--- config.mk ---
export PLATFORM = sky130hd
export DESIGN_NAME = timing_mode_ctrl
export DESIGN_NICKNAME = d
export VERILOG_FILES = /design/src/rtl/timing_pkg.sv /design/src/rtl/timing_mode_rom.sv /design/src/rtl/timing_mode_ctrl.sv
export SDC_FILE = /design/constraint.sdc
export NUM_CORES = 1
export LEC_CHECK = 0
export BUFFER_PORTS_ARGS = -buffer_cell sky130_fd_sc_hd__buf_4
export CAP_MARGIN = 0
export CORE_MARGIN = 4
export CORE_UTILIZATION = 40
export DETAILED_ROUTE_END_ITERATION = 8
export GPL_TIMING_DRIVEN = 0
export MAX_ROUTING_LAYER = met4
export PLACE_DENSITY_LB_ADDON = 0.08
export SLEW_MARGIN = 40
export SYNTH_ARGS = -nofsm -noshare
export SYNTH_HDL_FRONTEND = slang
export SYNTH_HIERARCHICAL = 1
export SYNTH_SLANG_ARGS = --single-unit
export TNS_END_PERCENT = 20
--- constraint.sdc ---
create_clock -name clk -period 7.1 [get_ports clk]
set_input_delay 2.13 -clock clk [delete_from_list [all_inputs] [get_ports clk]]
set_output_delay 2.13 -clock clk [all_outputs]
set_load 0.02 [all_outputs]
--- src/rtl/timing_pkg.sv ---
// Shared widths, FSM state encoding and the video mode table for the timing mode controller.
// Pure declarations plus one combinational lookup helper; no clocked logic here.
package timing_pkg;

    localparam int MODE_W    = 2;
    localparam int NUM_MODES = 4;
    localparam int HV_W      = 16;
    localparam int PORCH_W   = 8;
    localparam int WDOG_W    = 24;
    localparam int QCNT_W    = 16;

    typedef enum logic [1:0] {
        ST_IDLE  = 2'd0,
        ST_RUN   = 2'd1,
        ST_DRAIN = 2'd2,
        ST_QUIET = 2'd3
    } state_t;

    typedef struct packed {
        logic [HV_W-1:0]    hactive;
        logic [PORCH_W-1:0] hfp;
        logic [PORCH_W-1:0] hsw;
        logic [PORCH_W-1:0] hbp;
        logic [HV_W-1:0]    vactive;
        logic [PORCH_W-1:0] vfp;
        logic [PORCH_W-1:0] vsw;
        logic [PORCH_W-1:0] vbp;
        logic               hpol;
    } mode_params_t;

    localparam int PARAMS_W = $bits(mode_params_t);

    function automatic mode_params_t mode_lookup(input logic [MODE_W-1:0] idx);
        mode_params_t p;
        case (idx)
            2'd0: p = '{hactive: 16'd800,  hfp: 8'd40,  hsw: 8'd128, hbp: 8'd88,
                        vactive: 16'd480,  vfp: 8'd1,   vsw: 8'd4,   vbp: 8'd23, hpol: 1'b0};
            2'd1: p = '{hactive: 16'd640,  hfp: 8'd16,  hsw: 8'd96,  hbp: 8'd48,
                        vactive: 16'd480,  vfp: 8'd10,  vsw: 8'd2,   vbp: 8'd33, hpol: 1'b0};
            2'd2: p = '{hactive: 16'd1280, hfp: 8'd110, hsw: 8'd40,  hbp: 8'd220,
                        vactive: 16'd720,  vfp: 8'd5,   vsw: 8'd5,   vbp: 8'd20, hpol: 1'b1};
            default: p = '{hactive: 16'd1024, hfp: 8'd24, hsw: 8'd136, hbp: 8'd160,
                        vactive: 16'd768,  vfp: 8'd3,   vsw: 8'd6,   vbp: 8'd29, hpol: 1'b0};
        endcase
        return p;
    endfunction

endpackage

--- src/rtl/timing_mode_rom.sv ---
// Combinational mode index -> parameter set lookup; zero latency, no flow control.
module timing_mode_rom
    import timing_pkg::*;
(
    input  logic [MODE_W-1:0]   mode_idx,
    output logic [PARAMS_W-1:0] params
);

    assign params = mode_lookup(mode_idx);

endmodule

--- src/rtl/timing_mode_ctrl.sv ---
// Mode switch sequencer: drains to a vsync boundary, holds the sync generator off for
// QUIET_CYCLES, reloads timing parameters; all outputs registered, requests accepted only in IDLE/RUN.
module timing_mode_ctrl
    import timing_pkg::*;
#(
    parameter int QUIET_CYCLES   = 16,
    parameter int START_MODE     = 0,
    parameter bit VS_ACTIVE_HIGH = 1'b0,
    parameter int WDOG_CYCLES    = 4000000
) (
    input  logic        clk,
    input  logic        rst,
    input  logic        enable_i,
    input  logic [1:0]  mode_sel_i,
    input  logic        mode_req_i,
    input  logic        vsync_i,
    output logic        sync_en_o,
    output logic        hpol_o,
    output logic [15:0] hactive_o,
    output logic [15:0] vactive_o,
    output logic [7:0]  hfp_o,
    output logic [7:0]  hbp_o,
    output logic [7:0]  hsw_o,
    output logic [7:0]  vfp_o,
    output logic [7:0]  vbp_o,
    output logic [7:0]  vsw_o,
    output logic [1:0]  mode_o,
    output logic        ready_o,
    output logic        ack_o,
    output logic        wdog_o
);

    localparam logic [MODE_W-1:0] START_IDX  = MODE_W'(START_MODE);
    localparam logic [QCNT_W-1:0] QUIET_LAST = QCNT_W'(QUIET_CYCLES - 1);
    localparam logic [WDOG_W-1:0] WDOG_LAST  = WDOG_W'(WDOG_CYCLES - 1);

    state_t              state;
    logic [MODE_W-1:0]   pending;
    logic [QCNT_W-1:0]   qcnt;
    logic [WDOG_W-1:0]   wcnt;
    logic                vs_prev;
    mode_params_t        params_q;

    logic                vs_act;
    logic                vs_edge;
    logic [MODE_W-1:0]   rom_idx;
    logic [PARAMS_W-1:0] rom_vec;
    mode_params_t        rom_params;

    assign vs_act  = (vsync_i == VS_ACTIVE_HIGH);
    assign vs_edge = vs_act && !vs_prev;

    // An IDLE request loads straight from the selector; every other load comes from pending.
    assign rom_idx    = (state == ST_IDLE && mode_req_i) ? mode_sel_i : pending;
    assign rom_params = mode_params_t'(rom_vec);

    timing_mode_rom u_rom (
        .mode_idx (rom_idx),
        .params   (rom_vec)
    );

    always_ff @(posedge clk) begin
        if (rst) begin
            state     <= ST_IDLE;
            sync_en_o <= 1'b0;
            ack_o     <= 1'b0;
            wdog_o    <= 1'b0;
            ready_o   <= 1'b1;
            mode_o    <= START_IDX;
            pending   <= START_IDX;
            params_q  <= mode_lookup(START_IDX);
            qcnt      <= '0;
            wcnt      <= '0;
            vs_prev   <= 1'b0;
        end else begin
            ack_o     <= 1'b0;
            vs_prev   <= vs_act;
            sync_en_o <= (state == ST_RUN) || (state == ST_DRAIN);
            case (state)
                ST_IDLE: begin
                    if (mode_req_i || enable_i) begin
                        pending  <= rom_idx;
                        mode_o   <= rom_idx;
                        params_q <= rom_params;
                    end
                    if (mode_req_i) begin
                        ack_o <= 1'b1;
                    end
                    if (enable_i) begin
                        state   <= ST_QUIET;
                        ready_o <= 1'b0;
                        qcnt    <= '0;
                    end
                end
                ST_RUN: begin
                    if (mode_req_i) begin
                        pending <= mode_sel_i;
                    end
                    if (mode_req_i || !enable_i) begin
                        state   <= ST_DRAIN;
                        ready_o <= 1'b0;
                        wcnt    <= '0;
                    end
                end
                ST_DRAIN: begin
                    // A real frame boundary wins over a coincident watchdog expiry.
                    if (vs_edge || wcnt == WDOG_LAST) begin
                        if (!vs_edge) begin
                            wdog_o <= 1'b1;
                        end
                        state    <= ST_QUIET;
                        qcnt     <= '0;
                        mode_o   <= pending;
                        params_q <= rom_params;
                    end else begin
                        wcnt <= wcnt + 1'b1;
                    end
                end
                ST_QUIET: begin
                    if (qcnt == QUIET_LAST) begin
                        state   <= enable_i ? ST_RUN : ST_IDLE;
                        ready_o <= 1'b1;
                        ack_o   <= 1'b1;
                    end else begin
                        qcnt <= qcnt + 1'b1;
                    end
                end
            endcase
        end
    end

    assign hactive_o = params_q.hactive;
    assign hfp_o     = params_q.hfp;
    assign hsw_o     = params_q.hsw;
    assign hbp_o     = params_q.hbp;
    assign vactive_o = params_q.vactive;
    assign vfp_o     = params_q.vfp;
    assign vsw_o     = params_q.vsw;
    assign vbp_o     = params_q.vbp;
    assign hpol_o    = params_q.hpol;

endmodule

==> reports/qor.csv, run 1 <==
metric,value,unit
Via Count,6380,
final instance area,8330,sq um
Adder-Cell Fraction of Synth Area,0.0266,
Max Freq,257,MHz
Tightest Pin Transition,698,ps
"Hold-fix buffers, CTS",0,
via/cell ratio,5.34,
Crit path max-delay family,buffers and inverters,
Clock Latency Late Sink,420,ps
clock slew at reported path FFs,60,ps
Die W,136,microns
CP cell instances,buf_4 -> o21ai_0 -> a21oi_2 -> clkbuf_1 -> clkbuf_1 -> nor2_1 -> o31ai_1,
most area-consuming cells after synthesis,"dfxtp_1 (40%), nand3_1 (9.1%), buf_4 (7.8%), o21ai_0 (7.7%), a21oi_1 (6.4%)",
top_reg_cell synth,dfxtp_1,
Residual DRC,0,
CTS resizes,0,
Ys Warns,6,
CTS tree,done,
postcts setup bufs,0,
CP endpoint kind,flip-flop,
initial antenna violation count,0,
CTS root buf,clkbuf_16,
die height,136,microns
Crit path required time,7420,ps
largest net degree at the start of global routing,17,
die area,18600,sq um
fin crit period,3890,ps
worst setup margin,3210,ps
first-pass GRT wire length,31600,microns
Layout area overhead,26.7,%
RSZ-0062 raised after global routing,false,
Setup CP Type,in2reg,
Crit-path slowest cell,clkbuf_1,
FP Rows,46,
Post-Synth XOR/XNOR Area,0,
H-tree Lvls,4,
antenna-violating nets left,0,
#FFs+latches synth,132,
main combinational cell family by area after synthesis,compound AO/OA/AOI/OAI gates,
Syn Area/Cell,8.07,sq um
routed length per instance,16.4,microns
starting density of the core,0.411,
core box area,16000,sq um
buffers added on ports,93,
setup violators final,0,
DR iter-0 viols,438,
CTS buffer count,17,
Power Total,3.48,mW
Cell variety after synth,61,
Final Net Count,987,
Hold WS,475,ps
pwr/cell area,418,nW/um^2
status,"finished, final reports clean",
"area leader, netlist",dfxtp_1,
router iterations before antenna repair,5,
area share of and/or/nand/nor cells after synthesis,0.214,
Total GRT Usage,0.220,
mapped cell area,6580,sq um
Worst VDD drop,0.240,mV
sequential-to-total area share from yosys stat,0.402,
Worst Path Arrival,4210,ps
routability cong.,0.846,
clock sink count,132,
IO Pins,94,
Setup Skew,7.21,ps
final slew viol count,0,
pre-CTS WS,2800,ps
Setup crit start kind,primary input,
mux contribution to synthesized area,0.0171,
DP Area,7710,sq um
share of layout cells above drive strength 1,0.218,
worst-path fanout max,10,
Final period util,0.548,
Leak,3.33,nW
Async SR Flop Fraction,0,
post-synthesis compound-gate area fraction,0.217,
total grt overflow,0,
Fin. Hold Viols,0,
CTS max path bufs,2,
HP Class,reg2reg,
Final HPWL DP,13700,microns
CP peak stage delay,540,ps
"most used cell, CP",clkbuf_1,
Max Cap Viol,0,
setup TNS,0,ps
Post-synth EDFFs,0,
Synth top area share,0.402,
Slew HR,0.533,
cell count after synthesis,815,
Worst Path Buf+Inv,3,
Routed WL,19600,microns
vias in the first global route,5957,
number of diodes,0,
## sequential cells by signal (all words and copies together), names as in the netlist
name and cells:
vsw_o 8, wcnt 24, vfp_o 8, hbp_o 8
ack_o 1, vactive_o 16, sync_en_o 1, wdog_o 1
mode_o 2, hsw_o 8, vs_prev 1, hpol_o 1
vbp_o 8, ready_o 1, pending 2, qcnt 16
state 2, hactive_o 16, hfp_o 8
## cell usage after synthesis, drive strengths merged (8+ instances only)
master / n
o21ai: 101
nor3: 9
or4: 8
a21oi: 84
dfxtp: 132
a31oi: 11
clkbuf: 63
buf: 70
mux2i: 9
nand4: 13
o31ai: 9
ha: 14
nand2: 34
nor2: 25
nand3: 120
inv: 14
## per-layer routing
metal  track usage  part of all wire  vias to the layer above
li1              -                 -                     3171
met1         0.296              0.47                     3059
met2         0.331              0.47                      133
met3        0.0596             0.051                       17
met4        0.0504             0.011                        0
met5             -                 0                        -
## metrics by stage
step | utilization | instances
after floorplan | - | 854
after global placement | 0.481 | 1163
after detailed placement | 0.482 | 1163
after CTS | 0.520 | 1195
after global routing | 0.521 | 1195
final | 0.521 | 1195
## logic make-up after synthesis
logic type / after synthesis
and+or+nand+nor: 262
other: 1
buffers and inverters: 148
DFF: 132
adders and majority gates: 14
AOI/OAI and AO/OA: 247
muxes: 11
## placed cells by master (no fill, tap or decap), types with 5 or more instances in the layout
cell type	count
nor2b_1	5
mux2i_1	9
o31ai_1	9
or3_1	5
dfxtp_1	132
o41ai_1	5
nand2_1	34
nor3_1	9
nand4_1	13
o32ai_1	6
and3_1	6
or4_1	6
clkbuf_16	17
nand3_1	120
o21ai_0	101
conb_1	40
nor2_1	25
inv_1	13
clkbuf_1	65
a21oi_1	82
o211ai_1	6
buf_4	161
a31oi_1	11
ha_1	14
and4_1	6
## path summary, 6_finish.rpt
kind / slack [ps] / cells past startpoint / endpoint / start
min: 470 / 2 / hactive_o[4] / hactive_o[4]
min reg2reg: 470 / 2 / hactive_o[4] / hactive_o[4]
max: 3210 / 7 / state[0] / vsync_i
max reg2reg: 3990 / 8 / hfp_o[5] / wcnt[0]
## where the power goes
group	internal [mW]	switching [mW]	leakage [nW]
combinational	0.571	0.987	1.97
sequential	0.909	0.0917	1.08
clock	0.573	0.348	0.286
## cell type report
| class | count | area [sq um] |
|---|---|---|
| multi-input cells | 574 | 3300 |
| well taps | 216 | 270 |
| fillers | 1648 | 7670 |
| plain buffers | 133 | 756 |
| repair buffers | 93 | 698 |
| clock inverters | 11 | 151 |
| flip-flops and latches | 132 | 2640 |
| clock buffers | 21 | 460 |
| inverters | 15 | 56.3 |
## worst reg2reg max path: cells and delay by family (launching register included)
| family | cells | cell delay, ps |
|---|---|---|
| flip-flops | 1 | 390 |
| AND/OR/NAND/NOR | 4 | 1160 |
| adder cells (fa/ha/maj) | 1 | 210 |
| buffers and inverters | 2 | 1040 |
| AO/OA/AOI/OAI | 1 | 250 |
No activity file was read; power rests on OpenSTA's default activity.
==> run 2, diff against run 1 <==
Settings changed: ABC_AREA from default to 1.
Clock period 7.1 ns to 3.85 ns, I/O delays scaled along.
==> run 2 against run 1 <==
Compared with the run above: count of clock-buffer cells in the layout shrank 4; critical path type unchanged; power up 120%; worst setup slack got worse by 2000 ps; register-to-register slack worse by 2700 ps; sequential power increased by 110%; critical endpoint is now hactive_o[10]; largest cell class unchanged; sequential cell count did not move; critical path depth rose by 4; synthesized area is 4.6% higher; global-route usage decreased by 3.2 points; clock skew is 1.7 ps higher; worst hold slack got worse by 9.8 ps; largest power group unchanged; final cell count up 17%.
==> reports/qor.csv, run 2 <==
metric,value,unit,change
status,"finished, final reports clean",,
H-tree Lvls,4,,unchanged
RSZ-0062 raised after global routing,false,,
Crit-path slowest cell,ha_1,,
routability cong.,0.852,,+0.67%
Routed WL,17400,microns,-11%
clock slew at reported path FFs,60,ps,about the same
Total GRT Usage,0.188,,-0.0316
"area leader, netlist",dfxtp_1,,
cell count after synthesis,1014,,+24%
die height,139,microns,+2.1%
die area,19400,sq um,+4.3%
sequential-to-total area share from yosys stat,0.384,,-0.0177
CTS resizes,0,,unchanged
Crit path max-delay family,simple AND/OR/NAND/NOR gates,,
via/cell ratio,4.53,,-15%
postcts setup bufs,0,,unchanged
CP peak stage delay,370,ps,-170 ps
Synth top area share,0.384,,-0.0177
CTS tree,done,,
Final Net Count,1185,,+20%
setup TNS,0,ps,unchanged
pwr/cell area,899,nW/um^2,+120%
mapped cell area,6880,sq um,+4.6%
CP cell instances,buf_4 -> nand2_1 -> nand2_1 -> o21ai_0 -> inv_1 -> inv_1 -> ha_1 -> or2_1 -> buf_4 -> o21ai_0 -> nor2_1,,
Setup crit start,mode_req_i,,
Adder-Cell Fraction of Synth Area,0.0255,,-0.00117
Setup CP Type,in2reg,,
Leak,4.02,nW,+21%
antenna-violating nets left,0,,unchanged
final slew viol count,0,,unchanged
worst-path fanout max,10,,unchanged
Async SR Flop Fraction,0,,unchanged
Worst Setup EP,hactive_o[10],,
Biggest register,wcnt,,
fin crit period,2690,ps,
main combinational cell family by area after synthesis,simple AND/OR/NAND/NOR gates,,
wl on met1,8670,microns,-6.4%
Final period util,0.698,,
CP Depth,11,,+4
number of diodes,0,,unchanged
Max Freq,372,MHz,
IO Pins,94,,unchanged
area share of and/or/nand/nor cells after synthesis,0.340,,+0.127
Setup crit start kind,primary input,,
worst r2r src,state[0],,
Fin. Hold Viols,0,,unchanged
vias in the first global route,5820,,-2.3%
Worst Path Buf+Inv,4,,+1
router iterations before antenna repair,5,,unchanged
# placed instances,1365,,+17%
initial antenna violation count,0,,unchanged
most frequent cells in the layout,"nor2_1 (241), nand2_1 (211), buf_4 (161)",,
reg2reg end,hactive_o[10],,
hold_sp,wdog_o,,
top-count cell post-synth,nor2_1,,
Finished Layout Cells,1397,,+17%
starting density of the core,0.412,,+0.000883
Crit path required time,4170,ps,-3250 ps
"leading cell type in the layout, fill and taps excluded",nor2_1,,
DR WL met3,676,microns,-32%
Post-Synth XOR/XNOR Area,0.00255,,+0.00255
FP Rows,47,,+2.2%
share of layout cells above drive strength 1,0.199,,-0.0188
Die W,139,microns,+2.1%
routed length per instance,12.4,microns,-24%
most area-consuming cells after synthesis,"dfxtp_1 (38%), nor2_1 (13%), nand2_1 (12%), buf_4 (7.5%), nand3_1 (4.9%)",,
flop2flop setup slack,1280,ps,-2710 ps
CP endpoint kind,flip-flop,,
HP Class,reg2reg,,
"Hold-fix buffers, CTS",0,,unchanged
uppermost routed layer,met4,,
Post-synth EDFFs,0,,unchanged
CTS buffer count,17,,unchanged
Via Count,6325,,-0.86%
CTS root buf,clkbuf_16,,
first-pass GRT wire length,29200,microns,-7.7%
mux contribution to synthesized area,0,,-0.0171
Residual DRC,0,,unchanged
Slew HR,0.579,,+0.0458
worst setup margin,1160,ps,-2040 ps
#FFs+latches synth,132,,unchanged
cell depth of the worst flop-to-flop path,11,,+3
post-layout util,0.516,,-0.00454
largest net degree at the start of global routing,17,,unchanged
setup violators final,0,,unchanged
Commonest cells post-synth,"nor2_1 (241), nand2_1 (211), dfxtp_1 (132)",,
max reg flops,24,,unchanged
Cell variety after synth,32,,-48%
buffers added on ports,92,,-1.1%
top_reg_cell synth,dfxtp_1,,
Clock Latency Late Sink,420,ps,about the same
Worst VDD drop,0.342,mV,+42%
Worst Path Arrival,3000,ps,-1210 ps
Final HPWL DP,12800,microns,-6.7%
DR iter-0 viols,390,,-11%
core box area,16700,sq um,+4.4%
post-synthesis compound-gate area fraction,0.0907,,-0.126
Layout area overhead,25.3,%,
Max Cap Viol,0,,unchanged
clock sink count,132,,unchanged
Ys Warns,6,,unchanged
Tightest Pin Transition,632,ps,-66.1 ps
Syn Area/Cell,6.79,sq um,-16%
Setup Skew,8.90,ps,+1.69 ps
pre-CTS WS,720,ps,-2080 ps
total grt overflow,0,,unchanged
CTS max path bufs,2,,unchanged
Routed met2 length,7860,microns,-14%
==> run 2: cell families after synthesis <==
kind of cell	after synthesis
AND/OR/NAND/NOR	562
adder cells (fa/ha/maj)	14
other	1
flip-flops	132
buffers and inverters	183
AO/OA/AOI/OAI	120
XOR/XNOR	2
==> run 2: worst register-to-register path, cell delays in order (launching register included) <==
cell     delay [ps]
dfxtp_1         410
inv_1            90
ha_1            250
nand2_1         170
o21ai_0         130
inv_1           210
inv_1           120
ha_1            370
or2_1           380
buf_4           160
o21ai_0         140
nor2_1           50
==> run 2: worst min-delay path by stage <==
stage                    to  slack (ps)  cells after the start
6_report             wdog_o         470                      1
5_1_grt        vactive_o[9]         510                      2
2_1_floorplan       wcnt[1]         460                      2
3_3_place_gp   vactive_o[8]         460                      2
4_1_cts              wdog_o         470                      1
3_5_place_dp         wdog_o         450                      1
==> run 2: metal layers <==
metal,GRT usage,vias up
met5,-,-
li1,-,3413
met4,0.0463,0
met2,0.292,124
met1,0.254,2774
met3,0.0355,14
==> run 2: area by class of cell <==
type                       count  area (sq um)
fill                        1768          8080
multi-input combinational    738          3310
sequential                   132          2640
buffer                       114           816
timing repair buffer          92           691
clock buffer                  17           425
tap                          220           275
inverter                      69           259
clock inverter                15           203
==> run 2: stage by stage <==
stage,hold slack (ps),cell area (sq um),power [mW]
2_1_floorplan,464,7030,4.87
3_3_place_gp,461,7990,6.07
3_5_place_dp,455,7990,6.08
4_1_cts,469,8620,7.85
5_1_grt,506,8620,8.39
6_report,465,8620,7.75
==> run 2: power by group <==
part	internal, mW	switching, mW	total, mW
Combinational	1.59	2.29	3.88
Sequential	1.84	0.290	2.13
Clock	1.09	0.654	1.74
Total	4.52	3.23	7.75
==> run 3, diff against run 2 <==
Settings changed: ABC_AREA 1 to 0.
Clock period 3.85 ns to 2.2 ns, I/O delays scaled along.
==> run 3 against run 2 <==
Compared with the run above: the flow now finishes with violations (negative setup slack); first-iteration DRC count increased by 36%; global-route usage grew 3.4 points; worst hold slack worse by 45 ps; count of clock-buffer cells in the layout increased by 3; sequential share of layout area fell by 0.48 points; wire length grew 15%.
==> reports/qor.csv, run 3 (same netlist as run 1, synthesis figures left out) <==
metric,value,unit,change
first-pass GRT wire length,32000,microns,+9.7%
Final period util,1.14,,
clock slew at reported path FFs,60,ps,about the same
via/cell ratio,5.30,,+17%
Clock Latency Late Sink,420,ps,about the same
Min-Delay Path Depth,2,,+1
Via Count,6425,,+1.6%
met3 usage,0.0551,,+0.0196
setup violators final,10,,+10
DP Area,7720,sq um,-3.4%
Routed WL,20100,microns,+15%
CTS root buf,clkbuf_16,,
share of layout cells above drive strength 1,0.297,,+0.0981
die area,18600,sq um,-4.1%
most frequent cells in the layout,"buf_4 (180), dfxtp_1 (127), nand3_1 (119)",,
Worst Path Arrival,2830,ps,-170 ps
Final HPWL DP,13800,microns,+8.1%
largest net degree at the start of global routing,17,,unchanged
Tightest Pin Transition,796,ps,+165 ps
number of diodes,0,,unchanged
clock sink count,132,,unchanged
HP Class,in2reg,,
die height,136,microns,-2.1%
antenna-violating nets left,0,,unchanged
gr busiest metal,met2,,
worst-path fanout max,4,,-6
Setup Skew,9.15,ps,+0.248 ps
Setup CP Type,reg2reg,,
Final Net Count,1005,,-15%
Layout area overhead,33.6,%,
Crit path required time,2530,ps,-1640 ps
"Hold-fix buffers, CTS",0,,unchanged
max reg flops,24,,unchanged
"leading cell type in the layout, fill and taps excluded",buf_4,,
Setup crit start kind,flip-flop,,
routability cong.,0.846,,-0.65%
Die W,136,microns,-2.1%
Total GRT Usage,0.222,,+0.0341
CP endpoint kind,flip-flop,,
RSZ-0062 raised after global routing,true,,
worst setup margin,-299,ps,-1460 ps
core box area,16000,sq um,-4.2%
CTS buffer count,17,,unchanged
Biggest register,wcnt,,
pre-CTS WS,-791,ps,-1510 ps
DR iter-0 viols,532,,+36%
Slew HR,0.466,,-0.113
FP Rows,46,,-2.1%
Max Freq,400,MHz,
H-tree Lvls,4,,unchanged
buffers added on ports,93,,+1.1%
Fin. Hold Viols,0,,unchanged
met2 Track Usage GR,0.346,,+0.0539
Leak,3.62,nW,-10%
total grt overflow,0,,unchanged
CTS tree,done,,
cell depth of the worst flop-to-flop path,6,,-5
final slew viol count,0,,unchanged
pwr/cell area,1330,nW/um^2,+48%
IO Pins,94,,unchanged
failing checks,negative setup slack,,
starting density of the core,0.411,,-0.000883
final instance area,8790,sq um,+1.9%
CTS max path bufs,2,,unchanged
Worst VDD drop,0.775,mV,+130%
initial antenna violation count,0,,unchanged
status,"complete, but fails checks",,
Residual DRC,0,,unchanged
GRT met1 Usage,0.297,,+0.0421
vias in the first global route,6048,,+3.9%
fin crit period,2500,ps,
routed length per instance,16.5,microns,+33%
Max Cap Viol,0,,unchanged
router iterations before antenna repair,5,,unchanged
==> run 3: changes by cell type in the layout (fill, tap and decap cells not counted), sizes merged, moves of 7 or more <==
| cell | change |
|---|---|
| o31ai | +8 |
| nor2 | -218 |
| o21ai | +23 |
| mux2i | +9 |
| and3 | +7 |
| or4 | +8 |
| a21oi | +53 |
| nand3 | +50 |
| clkbuf | +46 |
| nand2 | -181 |
| inv | -55 |
| a31oi | +8 |
==> run 3: final cells by class <==
cell class	instances	area (sq um)
well taps	216	270
clock buffers	20	447
multi-input cells	574	3530
inverters	15	56.3
plain buffers	132	837
flip-flops and latches	132	2650
fillers	1597	7210
repair buffers	112	841
clock inverters	12	153
==> run 3: worst paths after layout <==
| check | from | end | slack (ps) |
|---|---|---|---|
| worst max-delay path | qcnt[11] | state[1] | -300 |
| worst max register to register | qcnt[11] | state[1] | -300 |
| worst min-delay path | vsync_i | vs_prev | 420 |
| worst min register to register | qcnt[5] | qcnt[5] | 470 |
==> run 3: timing repair <==
action                                  4_1_cts  5_1_grt
gates cloned                                  0        0
pin swaps                                     3       11
resized for setup                            62       50
endpoints found under the setup margin      126      131
setup buffers                                 4       15
==> run 3: layer usage <==
layer / part of all wire / vias to the layer above
li1: - / 3214
met3: 0.048 / 12
met1: 0.46 / 3060
met4: 0.0064 / 0
met2: 0.48 / 139
met5: 0 / -
==> run 3: per-stage QoR <==
stage	power [mW]	hold WS [ps]	TNS (ps)	utilization	cells
2_1_floorplan	6.49	439	-79.4	-	854
3_3_place_gp	8.27	466	-74180	0.481	1163
3_5_place_dp	8.30	469	-63910	0.482	1163
4_1_cts	11.5	405	-1060	0.533	1198
5_1_grt	12.4	411	-2580	0.549	1213
6_report	11.7	420	-1080	0.549	1213
==> run 3: worst max-delay path, cell delays in order (launching register included) <==
cell and delay [ps]:
dfxtp_4 350, or4_4 510, or4_4 570, a211o_1 340, buf_4 150, or4_4 410
o31ai_2 70
==> run 3: power by group <==
| part | total [mW] | internal, mW | switching (mW) | leakage (nW) |
|---|---|---|---|---|
| sequential | 3.24 | 2.93 | 0.306 | 1.08 |
| clock | 2.94 | 1.82 | 1.12 | 0.295 |
| combinational | 5.53 | 2.20 | 3.33 | 2.24 |
| total | 11.7 | 6.95 | 4.76 | 3.62 |
